## config.mk

```make
export PLATFORM = sky130hd
export DESIGN_NAME = uart_cmd_ctrl_flat
export DESIGN_NICKNAME = d
export VERILOG_FILES = /design/src/rtl/uart_cmd_ctrl_pkg.sv /design/src/rtl/uart_cmd_ctrl_if.sv /design/src/rtl/uart_cmd_ctrl_tx_seq.sv /design/src/rtl/uart_cmd_ctrl.sv /design/src/flat_wrapper.sv
export SDC_FILE = /design/constraint.sdc
export NUM_CORES = 1
export LEC_CHECK = 0
export CORE_ASPECT_RATIO = 0.9
export CORE_MARGIN = 5
export CORE_UTILIZATION = 49
export DETAILED_ROUTE_END_ITERATION = 8
export GPL_TIMING_DRIVEN = 0
export PLACE_DENSITY = 0.85
export SLEW_MARGIN = 15
export SYNTH_ARGS = -nofsm -noshare
export SYNTH_HDL_FRONTEND = slang
export SYNTH_SLANG_ARGS = --single-unit
```

## constraint.sdc

```tcl
create_clock -name CLK -period 3.5 [get_ports CLK]
set_input_delay 1.05 -clock CLK [delete_from_list [all_inputs] [get_ports CLK]]
set_output_delay 1.05 -clock CLK [all_outputs]
set_load 0.005 [all_outputs]
```

## src/rtl/uart_cmd_ctrl_pkg.sv

```systemverilog
`default_nettype none
// +----------------------------------------------------------------------------+
// | Package     : uart_ctrl_pkg                                                |
// | Description : Shared types and constants for the UART command controller: |
// |               FSM state enum, frame opcodes and the register addresses    |
// |               that receive the ALU operands.                              |
// | Revision    : 1.0 - initial release                                        |
// +----------------------------------------------------------------------------+
package uart_ctrl_pkg;

   typedef enum logic [3:0] {
      IDLE     = 4'd0,
      WR_ADDR  = 4'd1,
      WR_DATA  = 4'd2,
      RD_ADDR  = 4'd3,
      RD_WAIT  = 4'd4,
      ALU_A    = 4'd5,
      ALU_B    = 4'd6,
      ALU_FUN  = 4'd7,
      ALU_WAIT = 4'd8,
      TX_RD    = 4'd9,
      TX_LSB   = 4'd10,
      TX_MSB   = 4'd11
   } ctrl_state_e;

   localparam logic [7:0] CMD_WR      = 8'hAA;
   localparam logic [7:0] CMD_RD      = 8'hBB;
   localparam logic [7:0] CMD_ALU_OP  = 8'hCC;
   localparam logic [7:0] CMD_ALU_NOP = 8'hDD;

   localparam int unsigned OPA_ADDR = 0;
   localparam int unsigned OPB_ADDR = 1;

endpackage : uart_ctrl_pkg
`default_nettype wire

```

## src/rtl/uart_cmd_ctrl_if.sv

```systemverilog
`default_nettype none
// +----------------------------------------------------------------------------+
// | Interface   : uart_cmd_ctrl_if                                             |
// | Description : Bundles the RX byte stream, register-file port, ALU port    |
// |               and TX byte handshake seen by the command controller.       |
// |   master : controller side (drives WrEn/RdEn/Address/WrData, ALU_EN,       |
// |            ALU_FUN, CLK_EN, TX_P_DATA, TX_D_VLD)                           |
// |   slave  : system side (drives RX_P_DATA/RX_D_VLD, RdData/RdData_Valid,    |
// |            ALU_OUT/OUT_Valid, TX_busy)                                     |
// | Revision    : 1.0 - initial release                                        |
// +----------------------------------------------------------------------------+
interface uart_cmd_ctrl_if #(
   parameter int DATA_W = 8,
   parameter int ADDR_W = 4,
   parameter int FUN_W  = 4
);
   logic [DATA_W-1:0]   RX_P_DATA;
   logic                RX_D_VLD;
   logic                WrEn;
   logic                RdEn;
   logic [ADDR_W-1:0]   Address;
   logic [DATA_W-1:0]   WrData;
   logic [DATA_W-1:0]   RdData;
   logic                RdData_Valid;
   logic                ALU_EN;
   logic [FUN_W-1:0]    ALU_FUN;
   logic                CLK_EN;
   logic [2*DATA_W-1:0] ALU_OUT;
   logic                OUT_Valid;
   logic [DATA_W-1:0]   TX_P_DATA;
   logic                TX_D_VLD;
   logic                TX_busy;

   modport master (
      input  RX_P_DATA, RX_D_VLD, RdData, RdData_Valid, ALU_OUT, OUT_Valid, TX_busy,
      output WrEn, RdEn, Address, WrData, ALU_EN, ALU_FUN, CLK_EN, TX_P_DATA, TX_D_VLD
   );

   modport slave (
      output RX_P_DATA, RX_D_VLD, RdData, RdData_Valid, ALU_OUT, OUT_Valid, TX_busy,
      input  WrEn, RdEn, Address, WrData, ALU_EN, ALU_FUN, CLK_EN, TX_P_DATA, TX_D_VLD
   );
endinterface : uart_cmd_ctrl_if
`default_nettype wire

```

## src/rtl/uart_cmd_ctrl_tx_seq.sv

```systemverilog
`default_nettype none
// +----------------------------------------------------------------------------+
// | Module      : ctrl_tx_seq                                                  |
// | Description : Returns one or two bytes to the UART transmitter, LSB first,|
// |               using a valid/busy handshake with a mandatory low cycle on  |
// |               TX_D_VLD between bytes.                                      |
// | Ports       : CLK, RST (async, active low)                                 |
// |               i_load/i_two/i_word : load 1 (i_two=0) or 2 bytes            |
// |               i_busy              : transmitter busy                       |
// |               o_data/o_vld        : byte offered to the transmitter        |
// |               o_acc               : current byte accepted this cycle       |
// |               o_done              : last byte accepted this cycle          |
// | Revision    : 1.0 - initial release                                        |
// +----------------------------------------------------------------------------+
module ctrl_tx_seq #(
   parameter int DATA_W = 8
) (
   input  wire logic                CLK,
   input  wire logic                RST,
   input  wire logic                i_load,
   input  wire logic                i_two,
   input  wire logic [2*DATA_W-1:0] i_word,
   input  wire logic                i_busy,
   output logic      [DATA_W-1:0]   o_data,
   output logic                     o_vld,
   output logic                     o_acc,
   output logic                     o_done
);
   logic              r_vld;
   logic [DATA_W-1:0] r_data;
   logic [DATA_W-1:0] r_msb;
   logic              r_pend;   // MSB still to be sent
   logic              r_gap;    // in the low cycle between LSB and MSB

   always_ff @(posedge CLK or negedge RST) begin
      if (!RST) begin
         r_vld  <= 1'b0;
         r_data <= '0;
         r_msb  <= '0;
         r_pend <= 1'b0;
         r_gap  <= 1'b0;
      end else if (i_load) begin
         r_vld  <= 1'b1;
         r_data <= i_word[DATA_W-1:0];
         r_msb  <= i_word[2*DATA_W-1:DATA_W];
         r_pend <= i_two;
         r_gap  <= 1'b0;
      end else if (r_vld && !i_busy) begin
         // Acceptance: drop valid for at least one cycle.
         r_vld <= 1'b0;
         r_gap <= r_pend;
      end else if (r_gap) begin
         r_vld  <= 1'b1;
         r_data <= r_msb;
         r_pend <= 1'b0;
         r_gap  <= 1'b0;
      end
   end

   assign o_data = r_data;
   assign o_vld  = r_vld;
   assign o_acc  = r_vld && !i_busy;
   assign o_done = r_vld && !i_busy && !r_pend;

endmodule : ctrl_tx_seq
`default_nettype wire

```

## src/rtl/uart_cmd_ctrl.sv

```systemverilog
`default_nettype none
// +----------------------------------------------------------------------------+
// | Module      : uart_cmd_ctrl                                                |
// | Description : Decodes command frames from the UART receiver, sequences    |
// |               register-file writes/reads and ALU operations, and returns  |
// |               read data / ALU results to the UART transmitter.            |
// | Ports       : CLK  - clock                                                 |
// |               RST  - asynchronous, active-low reset                        |
// |               bus  - uart_cmd_ctrl_if.master (RX, reg file, ALU, TX)       |
// | Options     : CMD_TIMEOUT_EN - abort a partial frame after TIMEOUT_CYC     |
// |               idle cycles; when undefined a partial frame waits forever.   |
// | Revision    : 1.0 - initial release                                        |
// +----------------------------------------------------------------------------+
module uart_cmd_ctrl
   import uart_ctrl_pkg::*;
#(
   parameter int DATA_W      = 8,
   parameter int ADDR_W      = 4,
   parameter int FUN_W       = 4,
   parameter int TIMEOUT_CYC = 65535
) (
   input wire logic        CLK,
   input wire logic        RST,
   uart_cmd_ctrl_if.master bus
);
   ctrl_state_e         r_state;
   ctrl_state_e         w_state_nxt;

   logic                r_wren;
   logic                r_rden;
   logic [ADDR_W-1:0]   r_addr;
   logic [DATA_W-1:0]   r_wrdata;
   logic [FUN_W-1:0]    r_fun;

   logic                w_wren_nxt;
   logic                w_rden_nxt;
   logic [ADDR_W-1:0]   w_addr_nxt;
   logic [DATA_W-1:0]   w_wrdata_nxt;
   logic [FUN_W-1:0]    w_fun_nxt;

   logic                w_tx_load;
   logic                w_tx_two;
   logic [2*DATA_W-1:0] w_tx_word;
   logic                w_tx_acc;
   logic                w_tx_done;
   logic [DATA_W-1:0]   w_tx_data;
   logic                w_tx_vld;

   logic                w_timeout;
   logic                w_alu_en;

`ifdef CMD_TIMEOUT_EN
   localparam int CNT_W = $clog2(TIMEOUT_CYC + 1);

   logic [CNT_W-1:0] r_to_cnt;
   logic             w_frame_st;

   // Only states waiting for further frame bytes are supervised.
   assign w_frame_st = (r_state == WR_ADDR) || (r_state == WR_DATA) ||
                       (r_state == RD_ADDR) || (r_state == ALU_A)   ||
                       (r_state == ALU_B)   || (r_state == ALU_FUN);
   assign w_timeout  = w_frame_st && (r_to_cnt == CNT_W'(TIMEOUT_CYC - 1));

   always_ff @(posedge CLK or negedge RST) begin
      if (!RST) begin
         r_to_cnt <= '0;
      end else if (!w_frame_st || bus.RX_D_VLD || w_timeout) begin
         r_to_cnt <= '0;
      end else begin
         r_to_cnt <= r_to_cnt + 1'b1;
      end
   end
`else
   assign w_timeout = 1'b0;
`endif

   // Next-state and registered-output decode. Every strobe is computed here
   // and registered, so it appears the cycle after the triggering byte.
   always_comb begin
      w_state_nxt  = r_state;
      w_wren_nxt   = 1'b0;
      w_rden_nxt   = 1'b0;
      w_addr_nxt   = r_addr;
      w_wrdata_nxt = r_wrdata;
      w_fun_nxt    = r_fun;
      w_tx_load    = 1'b0;
      w_tx_two     = 1'b0;
      w_tx_word    = '0;
      case (r_state)
         IDLE: begin
            if (bus.RX_D_VLD) begin
               case (bus.RX_P_DATA)
                  DATA_W'(CMD_WR):      w_state_nxt = WR_ADDR;
                  DATA_W'(CMD_RD):      w_state_nxt = RD_ADDR;
                  DATA_W'(CMD_ALU_OP):  w_state_nxt = ALU_A;
                  DATA_W'(CMD_ALU_NOP): w_state_nxt = ALU_FUN;
                  default:              w_state_nxt = IDLE;
               endcase
            end
         end
         WR_ADDR: begin
            if (bus.RX_D_VLD) begin
               w_addr_nxt  = bus.RX_P_DATA[ADDR_W-1:0];
               w_state_nxt = WR_DATA;
            end
         end
         WR_DATA: begin
            if (bus.RX_D_VLD) begin
               w_wren_nxt   = 1'b1;
               w_wrdata_nxt = bus.RX_P_DATA;
               w_state_nxt  = IDLE;
            end
         end
         RD_ADDR: begin
            if (bus.RX_D_VLD) begin
               w_rden_nxt  = 1'b1;
               w_addr_nxt  = bus.RX_P_DATA[ADDR_W-1:0];
               w_state_nxt = RD_WAIT;
            end
         end
         RD_WAIT: begin
            if (bus.RdData_Valid) begin
               w_tx_load   = 1'b1;
               w_tx_word   = {{DATA_W{1'b0}}, bus.RdData};
               w_state_nxt = TX_RD;
            end
         end
         ALU_A: begin
            if (bus.RX_D_VLD) begin
               w_wren_nxt   = 1'b1;
               w_addr_nxt   = ADDR_W'(OPA_ADDR);
               w_wrdata_nxt = bus.RX_P_DATA;
               w_state_nxt  = ALU_B;
            end
         end
         ALU_B: begin
            if (bus.RX_D_VLD) begin
               w_wren_nxt   = 1'b1;
               w_addr_nxt   = ADDR_W'(OPB_ADDR);
               w_wrdata_nxt = bus.RX_P_DATA;
               w_state_nxt  = ALU_FUN;
            end
         end
         ALU_FUN: begin
            if (bus.RX_D_VLD) begin
               w_fun_nxt   = bus.RX_P_DATA[FUN_W-1:0];
               w_state_nxt = ALU_WAIT;
            end
         end
         ALU_WAIT: begin
            if (bus.OUT_Valid) begin
               w_tx_load   = 1'b1;
               w_tx_two    = 1'b1;
               w_tx_word   = bus.ALU_OUT;
               w_state_nxt = TX_LSB;
            end
         end
         TX_RD: begin
            if (w_tx_done) begin
               w_state_nxt = IDLE;
            end
         end
         TX_LSB: begin
            if (w_tx_acc) begin
               w_state_nxt = TX_MSB;
            end
         end
         TX_MSB: begin
            if (w_tx_done) begin
               w_state_nxt = IDLE;
            end
         end
         default: w_state_nxt = IDLE;
      endcase
      // A byte arriving in the expiring cycle still counts as progress.
      if (w_timeout && !bus.RX_D_VLD) begin
         w_state_nxt = IDLE;
      end
   end

   always_ff @(posedge CLK or negedge RST) begin
      if (!RST) begin
         r_state  <= IDLE;
         r_wren   <= 1'b0;
         r_rden   <= 1'b0;
         r_addr   <= '0;
         r_wrdata <= '0;
         r_fun    <= '0;
      end else begin
         r_state  <= w_state_nxt;
         r_wren   <= w_wren_nxt;
         r_rden   <= w_rden_nxt;
         r_addr   <= w_addr_nxt;
         r_wrdata <= w_wrdata_nxt;
         r_fun    <= w_fun_nxt;
      end
   end

   ctrl_tx_seq #(
      .DATA_W (DATA_W)
   ) u_tx_seq (
      .CLK    (CLK),
      .RST    (RST),
      .i_load (w_tx_load),
      .i_two  (w_tx_two),
      .i_word (w_tx_word),
      .i_busy (bus.TX_busy),
      .o_data (w_tx_data),
      .o_vld  (w_tx_vld),
      .o_acc  (w_tx_acc),
      .o_done (w_tx_done)
   );

   assign w_alu_en      = (r_state == ALU_WAIT);

   assign bus.WrEn      = r_wren;
   assign bus.RdEn      = r_rden;
   assign bus.Address   = r_addr;
   assign bus.WrData    = r_wrdata;
   assign bus.ALU_FUN   = r_fun;
   assign bus.ALU_EN    = w_alu_en;
   assign bus.CLK_EN    = w_alu_en;
   assign bus.TX_P_DATA = w_tx_data;
   assign bus.TX_D_VLD  = w_tx_vld;

endmodule : uart_cmd_ctrl
`default_nettype wire

```

## src/flat_wrapper.sv

```systemverilog
// flat-port wrapper written by rule: the top's interface ports become plain ports
module uart_cmd_ctrl_flat import uart_ctrl_pkg::*;
#(
   parameter int DATA_W      = 8,
   parameter int ADDR_W      = 4,
   parameter int FUN_W       = 4,
   parameter int TIMEOUT_CYC = 65535
)
  (CLK, RST, bus_RX_P_DATA, bus_RX_D_VLD, bus_RdData, bus_RdData_Valid, bus_ALU_OUT, bus_OUT_Valid, bus_TX_busy, bus_WrEn, bus_RdEn, bus_Address, bus_WrData, bus_ALU_EN, bus_ALU_FUN, bus_CLK_EN, bus_TX_P_DATA, bus_TX_D_VLD);
  uart_cmd_ctrl_if #(.DATA_W(DATA_W), .ADDR_W(ADDR_W), .FUN_W(FUN_W)) bus_i ();
  input wire logic CLK;
  input wire logic RST;
  input wire logic [$bits(bus_i.RX_P_DATA)-1:0] bus_RX_P_DATA;
  input wire logic [$bits(bus_i.RX_D_VLD)-1:0] bus_RX_D_VLD;
  input wire logic [$bits(bus_i.RdData)-1:0] bus_RdData;
  input wire logic [$bits(bus_i.RdData_Valid)-1:0] bus_RdData_Valid;
  input wire logic [$bits(bus_i.ALU_OUT)-1:0] bus_ALU_OUT;
  input wire logic [$bits(bus_i.OUT_Valid)-1:0] bus_OUT_Valid;
  input wire logic [$bits(bus_i.TX_busy)-1:0] bus_TX_busy;
  output wire logic [$bits(bus_i.WrEn)-1:0] bus_WrEn;
  output wire logic [$bits(bus_i.RdEn)-1:0] bus_RdEn;
  output wire logic [$bits(bus_i.Address)-1:0] bus_Address;
  output wire logic [$bits(bus_i.WrData)-1:0] bus_WrData;
  output wire logic [$bits(bus_i.ALU_EN)-1:0] bus_ALU_EN;
  output wire logic [$bits(bus_i.ALU_FUN)-1:0] bus_ALU_FUN;
  output wire logic [$bits(bus_i.CLK_EN)-1:0] bus_CLK_EN;
  output wire logic [$bits(bus_i.TX_P_DATA)-1:0] bus_TX_P_DATA;
  output wire logic [$bits(bus_i.TX_D_VLD)-1:0] bus_TX_D_VLD;
  assign bus_i.RX_P_DATA = bus_RX_P_DATA;
  assign bus_i.RX_D_VLD = bus_RX_D_VLD;
  assign bus_i.RdData = bus_RdData;
  assign bus_i.RdData_Valid = bus_RdData_Valid;
  assign bus_i.ALU_OUT = bus_ALU_OUT;
  assign bus_i.OUT_Valid = bus_OUT_Valid;
  assign bus_i.TX_busy = bus_TX_busy;
  assign bus_WrEn = bus_i.WrEn;
  assign bus_RdEn = bus_i.RdEn;
  assign bus_Address = bus_i.Address;
  assign bus_WrData = bus_i.WrData;
  assign bus_ALU_EN = bus_i.ALU_EN;
  assign bus_ALU_FUN = bus_i.ALU_FUN;
  assign bus_CLK_EN = bus_i.CLK_EN;
  assign bus_TX_P_DATA = bus_i.TX_P_DATA;
  assign bus_TX_D_VLD = bus_i.TX_D_VLD;
  uart_cmd_ctrl #(.DATA_W(DATA_W), .ADDR_W(ADDR_W), .FUN_W(FUN_W), .TIMEOUT_CYC(TIMEOUT_CYC)) u_core (.CLK(CLK), .RST(RST), .bus(bus_i));
endmodule
```

# After elaboration in Yosys (flattened, before gate mapping)
# Cells that the tools add are included.
# totals
input_bits	38
reg_bits	41
# op_classes
reduce_logical	16
eq_ne	28
n_mux	37
# ops
operator	count
4-bit two-way mux	13
4-bit one-hot mux with 11 select lines	1
8-bit equality test, second input constant	4
8-bit two-way mux	4
16-bit one-hot mux with 2 select lines	1
2-bit != test, second input constant	11
4-bit by 3-bit equality test with 1-bit output, second input constant	4
4-bit equality test, second input constant	4
16-bit two-way mux	1
1-bit two-way mux	14
3-bit one-hot mux with 4 select lines	1
4-bit one-hot mux with 3 select lines	1
11-bit AND reduction	1
4-bit by 2-bit equality test with 1-bit output, second input constant	2
2-bit AND reduction	3
3-bit nonzero test	2
4-bit by 1-bit equality test with 1-bit output, second input constant	1
4-bit zero test	1
2-bit by 1-bit != test with 1-bit output, second input constant	2
4-bit AND reduction	1
2-bit OR reduction	2
3-bit OR reduction	1
1-bit logical AND	2
1-bit zero test	2
other kinds (2)	2

# Depth between registers and ports, before layout
# logic_depth
ltp_word	5
depth_mapped	7

# Cells and area by module
# Synthesis repeated with hierarchy kept, for this count alone.
# hier_totals
cells_unflattened	182
hier_area_um2	2154.6
# by_module_without_submodules
mod	seq_area_each_um2	area_each_um2	instances	cells_each
uart_cmd_ctrl	550.5	1331.3	1	129
ctrl_tx_seq	475.5	823.3	1	53

# Worst setup path after synthesis
# Ideal clock, no wire load.
# synth_timing
kind	input to register
startpoint	in bus_TX_busy
endpoint	reg u_core.r_state[1]
required_ns	3.379
setup_ns	0.121
path_stages	4
arrival_time_ns	2.324
n_path_buf	0
path_slack_ns	1.055
path_cell_list	or3b_1 a32o_1 or4_1 a22o_1
# synth_between
elab_chain_len	5
# synth_lines
item	line_no	text
start, declared	flat_wrapper.sv:19	input wire logic [$bits(bus_i.TX_busy)-1:0] bus_TX_busy;
1-bit zero test (*)	uart_cmd_ctrl_tx_seq.sv:62, uart_cmd_ctrl_tx_seq.sv:63	
1-bit logical AND (*)	uart_cmd_ctrl_tx_seq.sv:62, uart_cmd_ctrl_tx_seq.sv:63	
1-bit logical AND	uart_cmd_ctrl_tx_seq.sv:63	assign o_done = r_vld && !i_busy && !r_pend;
2-bit by 1-bit != test with 1-bit output (no line)	n/a	
11-bit AND reduction (no line) (*)	n/a	
end signal, assigned	uart_cmd_ctrl.sv:190	r_state <= w_state_nxt;
end, declared	uart_cmd_ctrl.sv:26	ctrl_state_e r_state;
# Every way passes the cells marked *; elsewhere a longest branch is shown, timed or not.
# A chain may end at the register's enable or synchronous reset.

# Worst setup path after layout
# layout_timing
startpoint	reg u_core.r_state[2]
endpoint	out bus_CLK_EN
# layout_between
elab_chain_len	1
# layout_lines
item	line_no	text
4-bit equality test	uart_cmd_ctrl.sv:214	assign w_alu_en = (r_state == ALU_WAIT);
end, declared	flat_wrapper.sv:26	output wire logic [$bits(bus_i.CLK_EN)-1:0] bus_CLK_EN;
# No other way between the ends.

==> impl_metrics.env <==
export IMPL_clk_pin_slew_ps=80
export IMPL_drive_gt1_share_pct=6.92
export IMPL_final_cells=308
export IMPL_path_depth=4
export IMPL_grt_met3_usage_pct=4.12
export IMPL_ys_seq_area_share_pct=51.7
export IMPL_hp_class="reg -> reg"
export IMPL_drt_wirelength_per_cell_um=16.1
export IMPL_vias=1665
export IMPL_drc=0
export IMPL_post_cts_buffers=0
export IMPL_total_power_mw=2.15
export IMPL_drtIter0Drc=122
export IMPL_track_usage_pct=18.8
export IMPL_design_core_area_mm2=0.00399
export IMPL_p_per_area_mw_per_mm2=758
export IMPL_outcome="finished, final reports clean"
export IMPL_pin_count=67
export IMPL_path_class="reg -> out"
export IMPL_crit_family="buffers and inverters"
export IMPL_placed_area_mm2=0.00272
export IMPL_nets=297
export IMPL_r2r_cells=7
export IMPL_insertion_delay_ps=300
export IMPL_cpPeakStageDelay_ps=620
export IMPL_clk_path_buf_depth=2
export IMPL_synth_ff_type="dfrtp_1"
export IMPL_ant_nets=0
export IMPL_die_w_um=77.1
export IMPL_slew_viol_final=0
export IMPL_cts_num_sinks=41
export IMPL_syn_mean_instance_area_um2=10.7
export IMPL_hold_ws_ps=484
export IMPL_cts_repair_resized=0
export IMPL_synth_edf_count=0
export IMPL_grt_max_degree=27
export IMPL_gp_congestion=0.828
export IMPL_cts_root_buf="clkbuf_8"
export IMPL_use_met2_pct=27.6
export IMPL_min_period_ps=3270
export IMPL_setup_tns_ps=0
export IMPL_tightest_slew_ps=726
export IMPL_antenna_found_initial=0
export IMPL_grt_pass1_vias=1677
export IMPL_leakage_nw=1.24
export IMPL_required_ps=2450
export IMPL_hold_buffers=0
export IMPL_use_met1_pct=27.3
export IMPL_antenna_cells=0
export IMPL_maxSlewHeadroom_pct=50.9
export IMPL_syn_inst=185
export IMPL_critical_path_arrival_ps=2220
export IMPL_busiest_layer="met2"
export IMPL_yosys_warnings=0
export IMPL_cts_tree="done"
export IMPL_path_buf_inv=3
export IMPL_min_period_over_period_pct=93.4
export IMPL_fmax_mhz=306
export IMPL_hold_viol=0
export IMPL_htree_levels=2
export IMPL_overflow=0
export IMPL_place_inst=300
export IMPL_firstDrtPassIters=4
export IMPL_io_buffers=66
export IMPL_crit_chain="buf_2 > nor4b_1 > buf_4 > clkdlybuf4s50_1"
export IMPL_start_util_pct=49.7
export IMPL_rsz0062_at_grt="no"
export IMPL_postLayoutCellArea_mm2=0.00284
export IMPL_crit_fanout=10
export IMPL_die_area_mm2=0.00542
export IMPL_maxCapViolCount=0
export IMPL_dp_hpwl_um=3850
export IMPL_area_growth_pct=42.9
export IMPL_start_kind="flip-flop"
export IMPL_num_rows=22
export IMPL_finalSetupViolCount=0
export IMPL_syn_area_mm2=0.00198
export IMPL_end_kind="primary output"
export IMPL_vias_per_cell=5.41
export IMPL_syn_nets=223
export IMPL_synth_seq_cells=41
export IMPL_synth_distinct_cells=46
export IMPL_hold_depth=2
export IMPL_vdd_drop_max_mv=0.441
export IMPL_fp_dieH_um=70.4
export IMPL_async_reset_ff_share_pct=100
export IMPL_finalClockSkew_ps=11.0
export IMPL_numCtsBuffers=5
export IMPL_grt_pass1_wl_um=8270
export IMPL_crit_slowest_cell="nor4b_1"
export IMPL_wl_um=4970
==> final timing paths <==
| kind | from | slack (ps) | to |
|---|---|---|---|
| min | u_core.u_tx_seq.r_msb[0]$_DFFE_PN0P_ | 480 | u_core.u_tx_seq.r_msb[0]$_DFFE_PN0P_ |
| min in group asynchronous | RST | 670 | u_core.bus.Address[1]$_DFFE_PN0P_ |
| max in group asynchronous | RST | 2360 | u_core.u_tx_seq.o_data[1]$_DFFE_PN0P_ |
| max | u_core.r_state[2]$_DFFE_PN0P_ | 230 | bus_CLK_EN |
| min reg2reg | u_core.u_tx_seq.r_msb[0]$_DFFE_PN0P_ | 480 | u_core.u_tx_seq.r_msb[0]$_DFFE_PN0P_ |
| max reg2reg | u_core.r_state[2]$_DFFE_PN0P_ | 1400 | u_core.u_tx_seq.o_data[1]$_DFFE_PN0P_ |
==> logic make-up (layout without fill, tap and decap cells) <==
family                    after synthesis  after routing  synth area share (%)
and+or+nand+nor                        70             70                  19.3
DFF                                    41             41                  51.7
AOI/OAI and AO/OA                      37             37                  14.6
muxes                                  17             17                  9.39
buffers and inverters                  17             92                  3.66
xor gates and xnor gates                3              3                  1.32
==> cell usage after synthesis (all sizes together), types with 2 or more instances <==
cell | number | area share, %
nand2b | 5 | 1.6
o21ai | 5 | 1.3
mux2i | 4 | 2.0
mux2 | 13 | 7.4
a22oi | 8 | 3.0
nor2b | 2 | 0.63
a22o | 4 | 1.8
a31oi | 5 | 1.6
nor2 | 2 | 0.38
nand3b | 4 | 1.5
or3b | 2 | 0.88
and3b | 2 | 0.88
or3 | 2 | 0.63
nand3 | 2 | 0.50
nand2 | 28 | 5.3
and2 | 4 | 1.3
buf | 5 | 1.4
a21oi | 2 | 0.69
nor3 | 10 | 2.8
xnor2 | 2 | 0.88
o22ai | 2 | 0.63
dfrtp | 41 | 52
inv | 6 | 1.1
clkbuf | 6 | 1.1
nor4bb | 2 | 1.0
==> tightest hold or removal path: cells and delay by family, from the launching register on <==
kind | cells | cell delay, ps
flops | 1 | 340
simple gates | 2 | 120
==> final cells by class <==
| class | count | area (um^2) |
|---|---|---|
| repair buffers | 67 | 676 |
| inverters | 6 | 22.5 |
| multi-input cells | 127 | 886 |
| well taps | 48 | 60.1 |
| flip-flops and latches | 41 | 1030 |
| clock inverters | 3 | 46.3 |
| clock buffers | 5 | 68.8 |
| plain buffers | 11 | 50.0 |
| fillers | 291 | 1160 |
==> placed cells by master (no fill, tap or decap), types with 3 or more instances in the layout <==
cell / Yosys / final
clkdlybuf4s50_1: 0 / 65
inv_1: 6 / 6
nand2b_1: 5 / 5
mux2i_1: 4 / 4
clkbuf_8: 0 / 5
nand2_1: 28 / 28
o21ai_1: 3 / 3
a31oi_1: 5 / 5
nand3b_1: 4 / 4
nor3_1: 9 / 9
and2_1: 4 / 4
clkbuf_1: 6 / 6
a22o_1: 4 / 4
dfrtp_1: 41 / 41
a22oi_1: 8 / 8
buf_2: 4 / 5
mux2_1: 13 / 13
==> power by group <==
group	total, mW	switching, mW	internal, mW
clock	0.384	0.171	0.213
combinational	0.979	0.437	0.541
sequential	0.786	0.112	0.674
total	2.15	0.720	1.43
==> routing by layer <==
layer  vias up  part of all wire, %
met2        54                   47
met5         -                    0
met3        11                  4.8
li1        821                    -
met4         0                  1.7
met1       779                   46
==> through the flow <==
stage	util, %	setup slack [ps]
2_1_floorplan	-	1050
5_1_grt	71.0	151
4_1_cts	71.0	282
3_5_place_dp	68.2	562
3_3_place_gp	67.8	387
6_report	71.0	232
==> flip-flops by register name (all words and copies together), names as in the netlist <==
| signal | cells |
|---|---|
| u_core.bus.ALU_FUN | 4 |
| u_core.bus.Address | 4 |
| u_core.bus.RdEn | 1 |
| u_core.bus.WrData | 8 |
| u_core.bus.WrEn | 1 |
| u_core.r_state | 4 |
| u_core.u_tx_seq.o_data | 8 |
| u_core.u_tx_seq.o_vld | 1 |
| u_core.u_tx_seq.r_gap | 1 |
| u_core.u_tx_seq.r_msb | 8 |
| u_core.u_tx_seq.r_pend | 1 |
(Power assumes the default switching activity.)
